<file path="src/rtl/z80_dma_busmaster.sv">
// ============================================================================
// Module      : z80_dma_busmaster
// Description : Single-channel memory-to-memory DMA engine that borrows the
//               Z80 bus via busrq_n/busak_n and copies a byte block.
// Revision    : 1.0 - initial release
// ============================================================================
`default_nettype none

module z80_dma_busmaster #(
    parameter int ACK_TIMEOUT = 1024,
    parameter int TIMEOUT_W   = 11
) (
    input  logic        clk,
    input  logic        reset,
    input  logic        start,
    input  logic [15:0] src,
    input  logic [15:0] dst,
    input  logic [15:0] len,
    output logic        busy,
    output logic        done,
    output logic        err,
    output logic        busrq_n,
    input  logic        busak_n,
    output logic        bus_own,
    output logic [15:0] dma_a,
    output logic [7:0]  dma_do,
    input  logic [7:0]  dma_di,
    output logic        dma_mreq_n,
    output logic        dma_rd_n,
    output logic        dma_wr_n
);

    typedef enum logic [2:0] {
        S_IDLE = 3'd0,
        S_REQ  = 3'd1,
        S_RD   = 3'd2,
        S_CAP  = 3'd3,
        S_WR   = 3'd4,
        S_REL  = 3'd5
    } state_t;

    localparam logic [TIMEOUT_W-1:0] C_TIMEOUT_LAST = TIMEOUT_W'(ACK_TIMEOUT - 1);

    state_t               r_state;
    state_t               w_state_nxt;
    logic [15:0]          r_src;
    logic [15:0]          r_dst;
    logic [15:0]          r_rem;
    logic [TIMEOUT_W-1:0] r_cnt;
    logic [7:0]           r_data;
    logic                 r_err;
    logic                 r_zero_done;

    logic w_accept;
    logic w_zero;
    logic w_step;
    logic w_abort;
    logic w_in_xfer;

    assign w_accept  = (r_state == S_IDLE) && start && (len != 16'h0000);
    assign w_zero    = (r_state == S_IDLE) && start && (len == 16'h0000);
    assign w_in_xfer = (r_state == S_RD) || (r_state == S_CAP) || (r_state == S_WR);
    assign w_step    = (r_state == S_WR) && !busak_n;
    // Abort covers both the grant timeout and a grant withdrawn mid-copy.
    assign w_abort   = ((r_state == S_REQ) && busak_n && (r_cnt == C_TIMEOUT_LAST))
                     || (w_in_xfer && busak_n);

    always_ff @(posedge clk or posedge reset) begin
        if (reset) begin
            r_state <= S_IDLE;
        end else begin
            r_state <= w_state_nxt;
        end
    end

    always_comb begin
        w_state_nxt = r_state;
        case (r_state)
            S_IDLE: if (w_accept) w_state_nxt = S_REQ;
            S_REQ: begin
                if (!busak_n)
                    w_state_nxt = S_RD;
                else if (r_cnt == C_TIMEOUT_LAST)
                    w_state_nxt = S_REL;
            end
            S_RD:  w_state_nxt = busak_n ? S_REL : S_CAP;
            S_CAP: w_state_nxt = busak_n ? S_REL : S_WR;
            S_WR: begin
                if (busak_n || (r_rem == 16'h0001))
                    w_state_nxt = S_REL;
                else
                    w_state_nxt = S_RD;
            end
            S_REL:   w_state_nxt = S_IDLE;
            default: w_state_nxt = S_IDLE;
        endcase
    end

    always_ff @(posedge clk or posedge reset) begin
        if (reset) begin
            r_src       <= 16'h0000;
            r_dst       <= 16'h0000;
            r_rem       <= 16'h0000;
            r_cnt       <= '0;
            r_data      <= 8'h00;
            r_err       <= 1'b0;
            r_zero_done <= 1'b0;
        end else begin
            r_zero_done <= w_zero;
            if (w_accept) begin
                r_src <= src;
                r_dst <= dst;
                r_rem <= len;
                r_cnt <= '0;
                r_err <= 1'b0;
            end
            if (r_state == S_REQ)
                r_cnt <= r_cnt + 1'b1;
            if (r_state == S_CAP)
                r_data <= dma_di;
            if (w_step) begin
                r_src <= r_src + 16'h0001;
                r_dst <= r_dst + 16'h0001;
                r_rem <= r_rem - 16'h0001;
            end
            if (w_abort)
                r_err <= 1'b1;
        end
    end

    // Strobes are gated by the live grant so a withdrawn bus never sees a cycle.
    always_comb begin
        busrq_n    = 1'b1;
        bus_own    = 1'b0;
        dma_a      = 16'h0000;
        dma_mreq_n = 1'b1;
        dma_rd_n   = 1'b1;
        dma_wr_n   = 1'b1;
        case (r_state)
            S_REQ: busrq_n = 1'b0;
            S_RD: begin
                busrq_n    = 1'b0;
                bus_own    = 1'b1;
                dma_a      = r_src;
                dma_mreq_n = busak_n;
                dma_rd_n   = busak_n;
            end
            S_CAP: begin
                busrq_n = 1'b0;
                bus_own = 1'b1;
            end
            S_WR: begin
                busrq_n    = 1'b0;
                bus_own    = 1'b1;
                dma_a      = r_dst;
                dma_mreq_n = busak_n;
                dma_wr_n   = busak_n;
            end
            default: ;
        endcase
    end

    assign dma_do = r_data;
    assign err    = r_err;
    assign busy   = (r_state != S_IDLE);
    assign done   = (r_state == S_REL) || r_zero_done;

endmodule

`default_nettype wire
</file>
<file path="config.mk">
export PLATFORM = sky130hd
export DESIGN_NAME = z80_dma_busmaster
export DESIGN_NICKNAME = d
export VERILOG_FILES = /design/src/rtl/z80_dma_busmaster.sv
export SDC_FILE = /design/constraint.sdc
export NUM_CORES = 1
export LEC_CHECK = 0
export BUFFER_PORTS_ARGS = -buffer_cell sky130_fd_sc_hd__buf_2
export CAP_MARGIN = 0
export CORE_UTILIZATION = 49
export DETAILED_ROUTE_END_ITERATION = 10
export GPL_TIMING_DRIVEN = 0
export PLACE_DENSITY = 0.78
export SLEW_MARGIN = 20
export SYNTH_ARGS = -nofsm -noshare
export SYNTH_HDL_FRONTEND = slang
export SYNTH_SLANG_ARGS = --single-unit
</file>
<file path="constraint.sdc">
create_clock -name clk -period 2.2 [get_ports clk]
set_input_delay 0.33 -clock clk [delete_from_list [all_inputs] [get_ports clk]]
set_output_delay 0.33 -clock clk [all_outputs]
set_load 0.02 [all_outputs]
</file>
==> qor.csv, run 1 <==
metric,value,unit
finalNetCount,630,
ff2ff_path_depth,8,
synth_top_flop_cell,dfrtp_1,
fin_area,0.00502,mm2
die_width,93.1,um
async_flop_share,1.00,
drive_gt1_frac,0.270,
r2r_slack,0.11,ns
routed_wl,12600,um
vdd_drop_max,639,uV
outcome,"complete, no violations",
cts_root_buffer,clkbuf_8,
p_int,3.93,mW
avgSynthCellArea,8.89,um2
hold_path.class,primary input to register,
yosysUniqueCellTypes,54,
place_ws,-0.202,ns
fin_crit_sh,0.992,
period_minus_slack,2.18,ns
comb_power_share,0.435,
r2r-start,r_state[1],
setup_tns,0,ns
clk_pin_slew,0.09,ns
clkLatencyLatePin,0.36,ns
die_h,93.1,um
hold_viol_final,0,
synth_edf_count,0,
dp_hpwl,8740,um
p_leak,2.17,nW
gr-usage-met1,0.389,
setup_ws,0.0185,ns
cts_tree,yes,
gp_congestion,0.919,
maxCapViolCount,0,
synth_top_area_frac,0.443,
synth_nets,523,
yosysSeqAreaShare,0.443,
yosys-top-cells-area,"dfrtp_1 44%, nand2_1 4.5%, nor2_1 4.3%",
p_clk_frac,0.189,
p_switching,3.04,mW
synth_common_cells,"72 x dfrtp_1, 49 x nand2_1, 47 x nor2_1",
drv_slew,0,
seq_power_share,0.377,
postSynthCellCount,458,
htreeDepth,3,
finalSetupViolCount,0,
relSlewSlack,0.550,
path_class,register to primary output,
cts-buffers-inserted,9,
max_freq,458,MHz
p_per_area,1390,mW/mm2
synth_area_leader_cell,dfrtp_1,
grt_use_total,0.302,
grt_pass1_wl,20000,um
place_area,0.00468,mm2
row_count,32,
final_util,0.636,
tightest_slew,0.676,ns
critical_path.startpoint,r_state[1],
crit_end,dma_a[15],
dieArea,0.00868,mm2
swShare,0.436,
pin_count,92,
ant_nets,0,
synth_seq_cells,72,
io_buffers,91,
synth_warnings,0,
rr_endpoint,r_src[3],
skew,0.0102,ns
clock_sinks,72,
clk_path_buf_depth,2,
grt_max_degree,42,
globalRouteMet3Util,0.0659,
met2_usage,0.479,
via_per_inst,6.28,
diodes,0,
vias,4220,
syn2layout_area_growth,23.3,%
drtIter0Drc,349,
drc,0,
core_region_area,0.00789,mm2
grt_pass1_vias,4042,
wl_per_cell,18.7,um
dr.pass1.iters,5,
crit_arrival,1.85,ns
antenna_found_initial,0,
synth_area,0.00407,mm2
synth.most_common_cell,dfrtp_1,
required,1.87,ns
start_util,0.516,
grt_overflow_total,0,
crit_fanout,10,
busiest_layer,met2,
startpoint_type,register,
crit_path_end_kind,primary output,
## routing by layer
metal	wire, um	share of wire
met4	462	0.037
met2	6010	0.48
met5	0	0
met3	1110	0.088
met1	4970	0.40
## cells in the final DEF (no fill, tap or decap), types with 4 or more instances in the layout
cell and n:
buf_2 95, dfrtp_1 72, nand2_1 49, nor2_1 46
nand3_1 31, a21oi_1 31, o21ai_0 28, nor3_1 22
a22o_1 16, nand4_1 12, clkbuf_8 11, a211oi_1 10
buf_4 9, mux2_2 8, and3_1 8, inv_1 8
a311oi_1 8, o211ai_1 7, nor4_1 6, clkbuf_1 6
or3_1 5, ha_1 5, and2_1 4, nand2b_1 4
o22ai_1 4, a31oi_1 4
## final cells by class
class                      count  area (um2)
clock inverter                 5         104
timing repair buffer          97         524
buffer                        20         121
tap                          102         128
multi-input combinational    355        2160
fill                         643        2870
clock buffer                  11         141
sequential                    72        1800
inverter                      10        40.0
## flip-flops by register name, indices dropped and copies added, names as in the netlist
| register | flops |
|---|---|
| r_cnt | 11 |
| dma_do | 8 |
| err | 1 |
| r_state | 3 |
| r_rem | 16 |
| r_dst | 16 |
| r_src | 16 |
| r_zero_done | 1 |
## repair_timing
| item | 4_1_cts | 5_1_grt |
|---|---|---|
| buffers inserted | 3 | 1 |
| hold buffers | 1 | 0 |
| pin swaps | 1 | 1 |
| gates cloned | 0 | 0 |
| resized for setup | 11 | 13 |
| endpoints found under the setup margin | 18 | 29 |
| hold endpoints to repair | 25 | 0 |
## metrics by stage
stage,power [mW],hold WS (ns),instances
after floorplan,4.51,0.396,458
after global routing,7.40,0.194,672
final,6.98,0.187,672
after CTS,6.87,0.183,671
after detailed placement,5.47,0.366,652
after global placement,5.32,0.450,651
## logic make-up after synthesis
family,after synthesis,share of synthesized area
buffers and inverters,31,0.0326
flip-flops,72,0.443
AND/OR/NAND/NOR,203,0.250
multiplexers,11,0.0295
XOR/XNOR,3,0.00646
adder cells (fa/ha/maj),5,0.0154
AO/OA/AOI/OAI,133,0.223
## power groups by stage
stage	clock network (mW)	logic (mW)	registers (mW)
floorplan	0	1.97	2.54
global placement	0	2.75	2.57
detailed placement	0	2.85	2.61
CTS	1.32	2.95	2.59
global route	1.39	3.31	2.71
finish	1.32	3.03	2.63
## critical path, cell delays in order (launching register included)
cell     delay (ns)
dfrtp_1        0.41
buf_4          0.19
nor3b_2        0.22
buf_4          0.17
buf_6          0.15
a22o_1         0.19
buf_2          0.17
## worst min path at each step
stage | endpoint | slack [ns] | cells past startpoint | from
after floorplan | r_state[1] | 0.40 | 1 | busak_n
after global placement | err | 0.45 | 2 | err
after detailed placement | r_src[5] | 0.37 | 2 | reset
after CTS | r_rem[9] | 0.18 | 3 | len[9]
after global routing | dma_do[6] | 0.19 | 2 | dma_di[6]
final | r_dst[9] | 0.19 | 3 | dst[9]
(Power assumes the default switching activity.)
==> inputs of run 2 (changes only) <==
--- a/config.mk
+++ b/config.mk
@@ -7,10 +7,11 @@
 export LEC_CHECK = 0
 export BUFFER_PORTS_ARGS = -buffer_cell sky130_fd_sc_hd__buf_2
 export CAP_MARGIN = 0
-export CORE_UTILIZATION = 49
+export CORE_UTILIZATION = 54
 export DETAILED_ROUTE_END_ITERATION = 10
 export GPL_TIMING_DRIVEN = 0
-export PLACE_DENSITY = 0.78
+export PLACE_DENSITY = 0.82
+export SETUP_SLACK_MARGIN = 0.3
 export SLEW_MARGIN = 20
 export SYNTH_ARGS = -nofsm -noshare
 export SYNTH_HDL_FRONTEND = slang
==> constraint.sdc (replaced) <==
create_clock -name clk -period 2.4 [get_ports clk]
set_input_delay 0.36 -clock clk [delete_from_list [all_inputs] [get_ports clk]]
set_output_delay 0.36 -clock clk [all_outputs]
set_load 0.02 [all_outputs]
==> run 2 against run 1 <==
Clock skew increased by 0.0012 ns; clock power decreased by 17%; sequential cell count unchanged; die area decreased by 9.1%; wire length increased by 4.6%; highest routed layer unchanged; critical path type unchanged; total power decreased by 6.1%; non-clock buffer count increased by 8; largest cell class unchanged; global-route usage increased by 3.7 points; via count increased by 3.5%; first-iteration DRC count increased by 2.9%.
==> qor.csv, run 2 (synthesis gave the netlist of run 1 again) <==
metric,value,unit,change
outcome,"complete, no violations",,unchanged
finalSetupViolCount,0,,unchanged
fin_crit_sh,0.897,,
dp_hpwl,8720,um,was 8740 um
rsz0062_at_grt,true,,
tightest_slew,0.566,ns,was 0.676 ns
crit_arrival,1.79,ns,was 1.85 ns
maxCapViolCount,0,,unchanged
syn2layout_area_growth,27.9,%,was 23.3%
grt_pass1_vias,4117,,was 4042
drtIter0Drc,359,,was 349
hold_path.class,primary input to async pin,,was primary input to register
dieArea,0.00789,mm2,was 0.00868 mm2
skew,0.0114,ns,was 0.0102 ns
grt_pass1_wl,19900,um,was 20000 um
startpoint_type,register,,unchanged
p_leak,2.24,nW,was 2.17 nW
wl_per_cell,19.4,um,was 18.7 um
clk_path_buf_depth,2,,unchanged
final_util,0.718,,was 0.636
fin_area,0.00521,mm2,was 0.00502 mm2
top_regs,"r_dst x16, r_rem x16, r_src x16",,unchanged
cts-buffers-inserted,9,,unchanged
grt_overflow_total,0,,unchanged
path_class,register to primary output,,unchanged
core_region_area,0.00725,mm2,was 0.00789 mm2
clock_sinks,72,,unchanged
gp_congestion,0.890,,was 0.919
p_per_area,1260,mW/mm2,was 1390 mW/mm2
via_per_inst,6.45,,was 6.28
io_buffers,91,,unchanged
place_area,0.00469,mm2,was 0.00468 mm2
die_width,88.8,um,was 93.1 um
clkLatencyLatePin,0.36,ns,about the same
dp_cells,650,,was 652
ant_nets,0,,unchanged
finalNetCount,638,,was 630
cts_root_buffer,clkbuf_8,,unchanged
max_freq,464,MHz,
pin_count,92,,unchanged
setup_tns,0,ns,unchanged
drc,0,,unchanged
crit_path_end_kind,primary output,,unchanged
fin_cells,677,,was 672
antenna_found_initial,0,,unchanged
routed_wl,13100,um,was 12600 um
crit_fanout,10,,unchanged
layout_commonest_cell,buf_2,,unchanged
dr.pass1.iters,5,,unchanged
required,2.04,ns,was 1.87 ns
nFillCells,567,,was 643
clk_pin_slew,0.08,ns,was 0.09 ns
final_cell_mix,"81 x buf_2, 71 x dfrtp_1, 48 x nand2_1, 46 x nor2_1",,"was 95 x buf_2, 72 x dfrtp_1, 49 x nand2_1, 46 x nor2_1"
start_util,0.561,,was 0.516
grt_max_degree,31,,was 42
period_minus_slack,2.15,ns,
drive_gt1_frac,0.292,,was 0.270
die_h,88.8,um,was 93.1 um
vdd_drop_max,658,uV,was 639 uV
diodes,0,,unchanged
grt_use_total,0.339,,was 0.302
vias,4368,,was 4220
cts_tree,yes,,unchanged
relSlewSlack,0.620,,was 0.550
htreeDepth,3,,unchanged
drv_slew,0,,unchanged
hold_viol_final,0,,unchanged
row_count,31,,was 32
==> run 2: what timing repair did <==
action	4_1_cts	5_1_grt
resized for setup	41	24
pin swaps	8	8
gates cloned	1	0
setup endpoints to repair	21	44
hold endpoints to repair	0	0
hold buffers	0	0
setup buffers	8	2
==> run 2: metal layers <==
| layer | global-route usage | routed length [um] | up-vias |
|---|---|---|---|
| met5 | 0 | 0 | - |
| met4 | 0.192 | 468 | 0 |
| met3 | 0.0793 | 1290 | 52 |
| met2 | 0.565 | 6350 | 277 |
| met1 | 0.403 | 5030 | 2089 |
| li1 | - | - | 1950 |
==> run 2: cell type report <==
type / instances / area, um2 / area share
multi-input cells: 355 / 2180 / 0.420
flip-flops and latches: 72 / 1800 / 0.346
repair buffers: 104 / 678 / 0.130
plain buffers: 21 / 156 / 0.0300
clock buffers: 9 / 124 / 0.0238
well taps: 99 / 124 / 0.0238
clock inverters: 7 / 96.3 / 0.0185
inverters: 10 / 41.3 / 0.00793
==> run 2: report_power, final <==
group	switching, mW	internal [mW]	total (mW)
sequential	0.695	1.76	2.45
combinational	1.71	1.31	3.02
clock	0.498	0.587	1.09
total	2.90	3.66	6.56
==> run 2: worst paths after layout <==
check | start | to | slack, ns | cells past startpoint
hold reg to reg | err | err | 0.48 | 2
min in group clk | src[11] | r_src[11] | 0.21 | 3
hold / removal | reset | r_src[5] | 0.008 | 2
max in group asynchronous | reset | r_rem[6] | 1.67 | 4
setup reg to reg | r_state[1] | r_rem[12] | 0.32 | 6
setup / recovery | r_state[1] | dma_a[11] | 0.25 | 6
==> run 2: metrics by stage <==
step                      power, mW  setup slack, ns  hold WS (ns)
after floorplan                4.13            0.477         0.426
after global placement         4.86          -0.0609         0.446
after detailed placement       5.00           -0.120         0.398
after CTS                      6.34            0.264        0.0107
after global routing           6.90            0.208        0.0420
final                          6.56            0.246       0.00774
==> run 2: worst max-delay path: stages (launching register included) <==
cell and delay, ns:
dfrtp_1 0.45, buf_6 0.16, nor3b_4 0.20, buf_6 0.15
clkbuf_16 0.15, a22o_1 0.19, buf_6 0.13
==> inputs of run 3 (changes only) <==
--- a/config.mk
+++ b/config.mk
@@ -10,6 +10,7 @@
 export CORE_UTILIZATION = 54
 export DETAILED_ROUTE_END_ITERATION = 10
 export GPL_TIMING_DRIVEN = 0
+export HOLD_SLACK_MARGIN = 0.06
 export PLACE_DENSITY = 0.82
 export SETUP_SLACK_MARGIN = 0.3
 export SLEW_MARGIN = 20
==> run 3 against run 2 <==
Total power about the same; worst setup slack got worse by 0.0048 ns; global-route usage unchanged; core utilization increased by 0.14 points; sequential cell count unchanged; critical endpoint unchanged; critical path type unchanged; sequential power about the same; design area increased by 0.19%; fmax decreased by 0.22%; wire length decreased by 0.18%; critical path depth unchanged; register-to-register slack about the same; via count increased by 0.62%.
==> qor.csv, run 3 (synthesis gave the netlist of run 1 again) <==
metric,value,unit,change
outcome,"complete, no violations",,unchanged
p_per_area,1260,mW/mm2,about the same
tightest_slew,0.569,ns,was 0.566 ns
fin_cells,678,,was 677
maxCapViolCount,0,,unchanged
skew,0.0110,ns,was 0.0114 ns
clkLatencyLatePin,0.36,ns,about the same
place_ws,-0.120,ns,unchanged
period_minus_slack,2.16,ns,was 2.15 ns
htreeDepth,3,,unchanged
max_freq,463,MHz,was 464 MHz
start_util,0.561,,unchanged
r2r-start,r_state[1],,unchanged
wl_per_cell,19.3,um,was 19.4 um
diodes,0,,unchanged
cts_root_buffer,clkbuf_8,,unchanged
grt_overflow_total,0,,unchanged
drive_gt1_frac,0.292,,about the same
finalNetCount,639,,was 638
clock_sinks,72,,unchanged
dr.pass1.iters,5,,unchanged
routed_wl,13100,um,about the same
grt_pass1_vias,4117,,unchanged
critical_path.startpoint,r_state[1],,unchanged
gp_congestion,0.890,,unchanged
hold_viol_final,0,,unchanged
via_per_inst,6.48,,was 6.45
row_count,31,,unchanged
fin_crit_sh,0.899,,was 0.897
vias,4395,,was 4368
grt_max_degree,31,,unchanged
startpoint_type,register,,unchanged
cts_tree,yes,,unchanged
io_buffers,91,,unchanged
final_cell_mix,"81 x buf_2, 71 x dfrtp_1, 48 x nand2_1, 46 x nor2_1",,unchanged
syn2layout_area_growth,28.2,%,was 27.9%
dp_hpwl,8720,um,unchanged
die_width,88.8,um,unchanged
drv_slew,0,,unchanged
grt_use_total,0.339,,unchanged
pin_count,92,,unchanged
clk_pin_slew,0.09,ns,was 0.08 ns
layout_commonest_cell,buf_2,,unchanged
crit_arrival,1.80,ns,was 1.79 ns
clk_path_buf_depth,2,,unchanged
path_class,register to primary output,,unchanged
nFillCells,566,,was 567
rsz0062_at_grt,true,,unchanged
ant_nets,0,,unchanged
crit_fanout,10,,unchanged
relSlewSlack,0.621,,was 0.620
vdd_drop_max,661,uV,was 658 uV
antenna_found_initial,0,,unchanged
drc,0,,unchanged
hp-start,src[11],,
crit_path_end_kind,primary output,,unchanged
area.sequential,0.00180,mm2,unchanged
hold_path.class,primary input to register,,was primary input to async pin
top_regs,"r_dst x16, r_rem x16, r_src x16",,unchanged
drtIter0Drc,390,,was 359
die_h,88.8,um,unchanged
dieArea,0.00789,mm2,unchanged
p_leak,2.25,nW,was 2.24 nW
grt_pass1_wl,19900,um,unchanged
setup_ws,0.242,ns,was 0.246 ns
cts-buffers-inserted,9,,unchanged
final_util,0.719,,was 0.718
core_region_area,0.00725,mm2,unchanged
dp_cells,650,,unchanged
finalSetupViolCount,0,,unchanged
required,2.04,ns,about the same
multiInputGateArea,0.00218,mm2,unchanged
-- run 3: cell count changes in the layout (fill, tap and decap cells not counted), sizes merged --
cell	change
dlygate4sd3	+1
-- run 3: timing repair --
item                                    4_1_cts  5_1_grt
resized for setup                            41       24
pin swaps                                     8        8
hold buffers                                  1        0
setup buffers                                 8        2
hold endpoints to repair                     19        0
endpoints found under the setup margin       21       44
gates cloned                                  1        0
-- run 3: critical path, cell delays in order, from the launching register on --
cell,delay [ns]
dfrtp_1,0.45
buf_6,0.17
nor3b_4,0.20
buf_6,0.15
clkbuf_16,0.15
a22o_1,0.18
buf_6,0.13
-- run 3: worst paths after layout --
| path | endpoint | slack [ns] | cells past startpoint |
|---|---|---|---|
| setup / recovery | dma_a[11] | 0.24 | 6 |
| hold / removal | r_src[11] | 0.21 | 3 |
| setup reg to reg | r_rem[12] | 0.32 | 6 |
| hold reg to reg | err | 0.48 | 2 |
| max in group asynchronous | r_rem[3] | 1.12 | 5 |
| min in group asynchronous | r_src[5] | 0.56 | 3 |
-- run 3: per-layer routing --
| layer | vias up | track usage | wire, um |
|---|---|---|---|
| li1 | 1960 | - | - |
| met1 | 2094 | 0.403 | 5140 |
| met2 | 283 | 0.565 | 6320 |
| met3 | 58 | 0.0793 | 1150 |
| met4 | 0 | 0.192 | 490 |
| met5 | - | 0 | 0 |
-- run 3: area by class of cell --
class | instances | share of cell area
clock buffers | 9 | 0.0237
inverters | 10 | 0.00791
multi-input cells | 355 | 0.419
repair buffers | 105 | 0.132
clock inverters | 7 | 0.0185
well taps | 99 | 0.0237
plain buffers | 21 | 0.0300
flip-flops and latches | 72 | 0.346
-- run 3: metrics by stage --
step / area [um2] / TNS (ns) / hold slack [ns] / total power [mW]
6_report: 5220 / 0 / 0.209 / 6.56
5_1_grt: 5220 / 0 / 0.224 / 6.90
4_1_cts: 5130 / 0 / 0.213 / 6.34
3_5_place_dp: 4690 / -1.03 / 0.398 / 5.00
3_3_place_gp: 4650 / -0.270 / 0.446 / 4.86
2_1_floorplan: 4070 / 0 / 0.426 / 4.13
-- run 3: power by group --
group / internal, mW / total (mW) / switching (mW)
Sequential: 1.76 / 2.45 / 0.689
Combinational: 1.31 / 3.02 / 1.71
Clock: 0.587 / 1.09 / 0.503
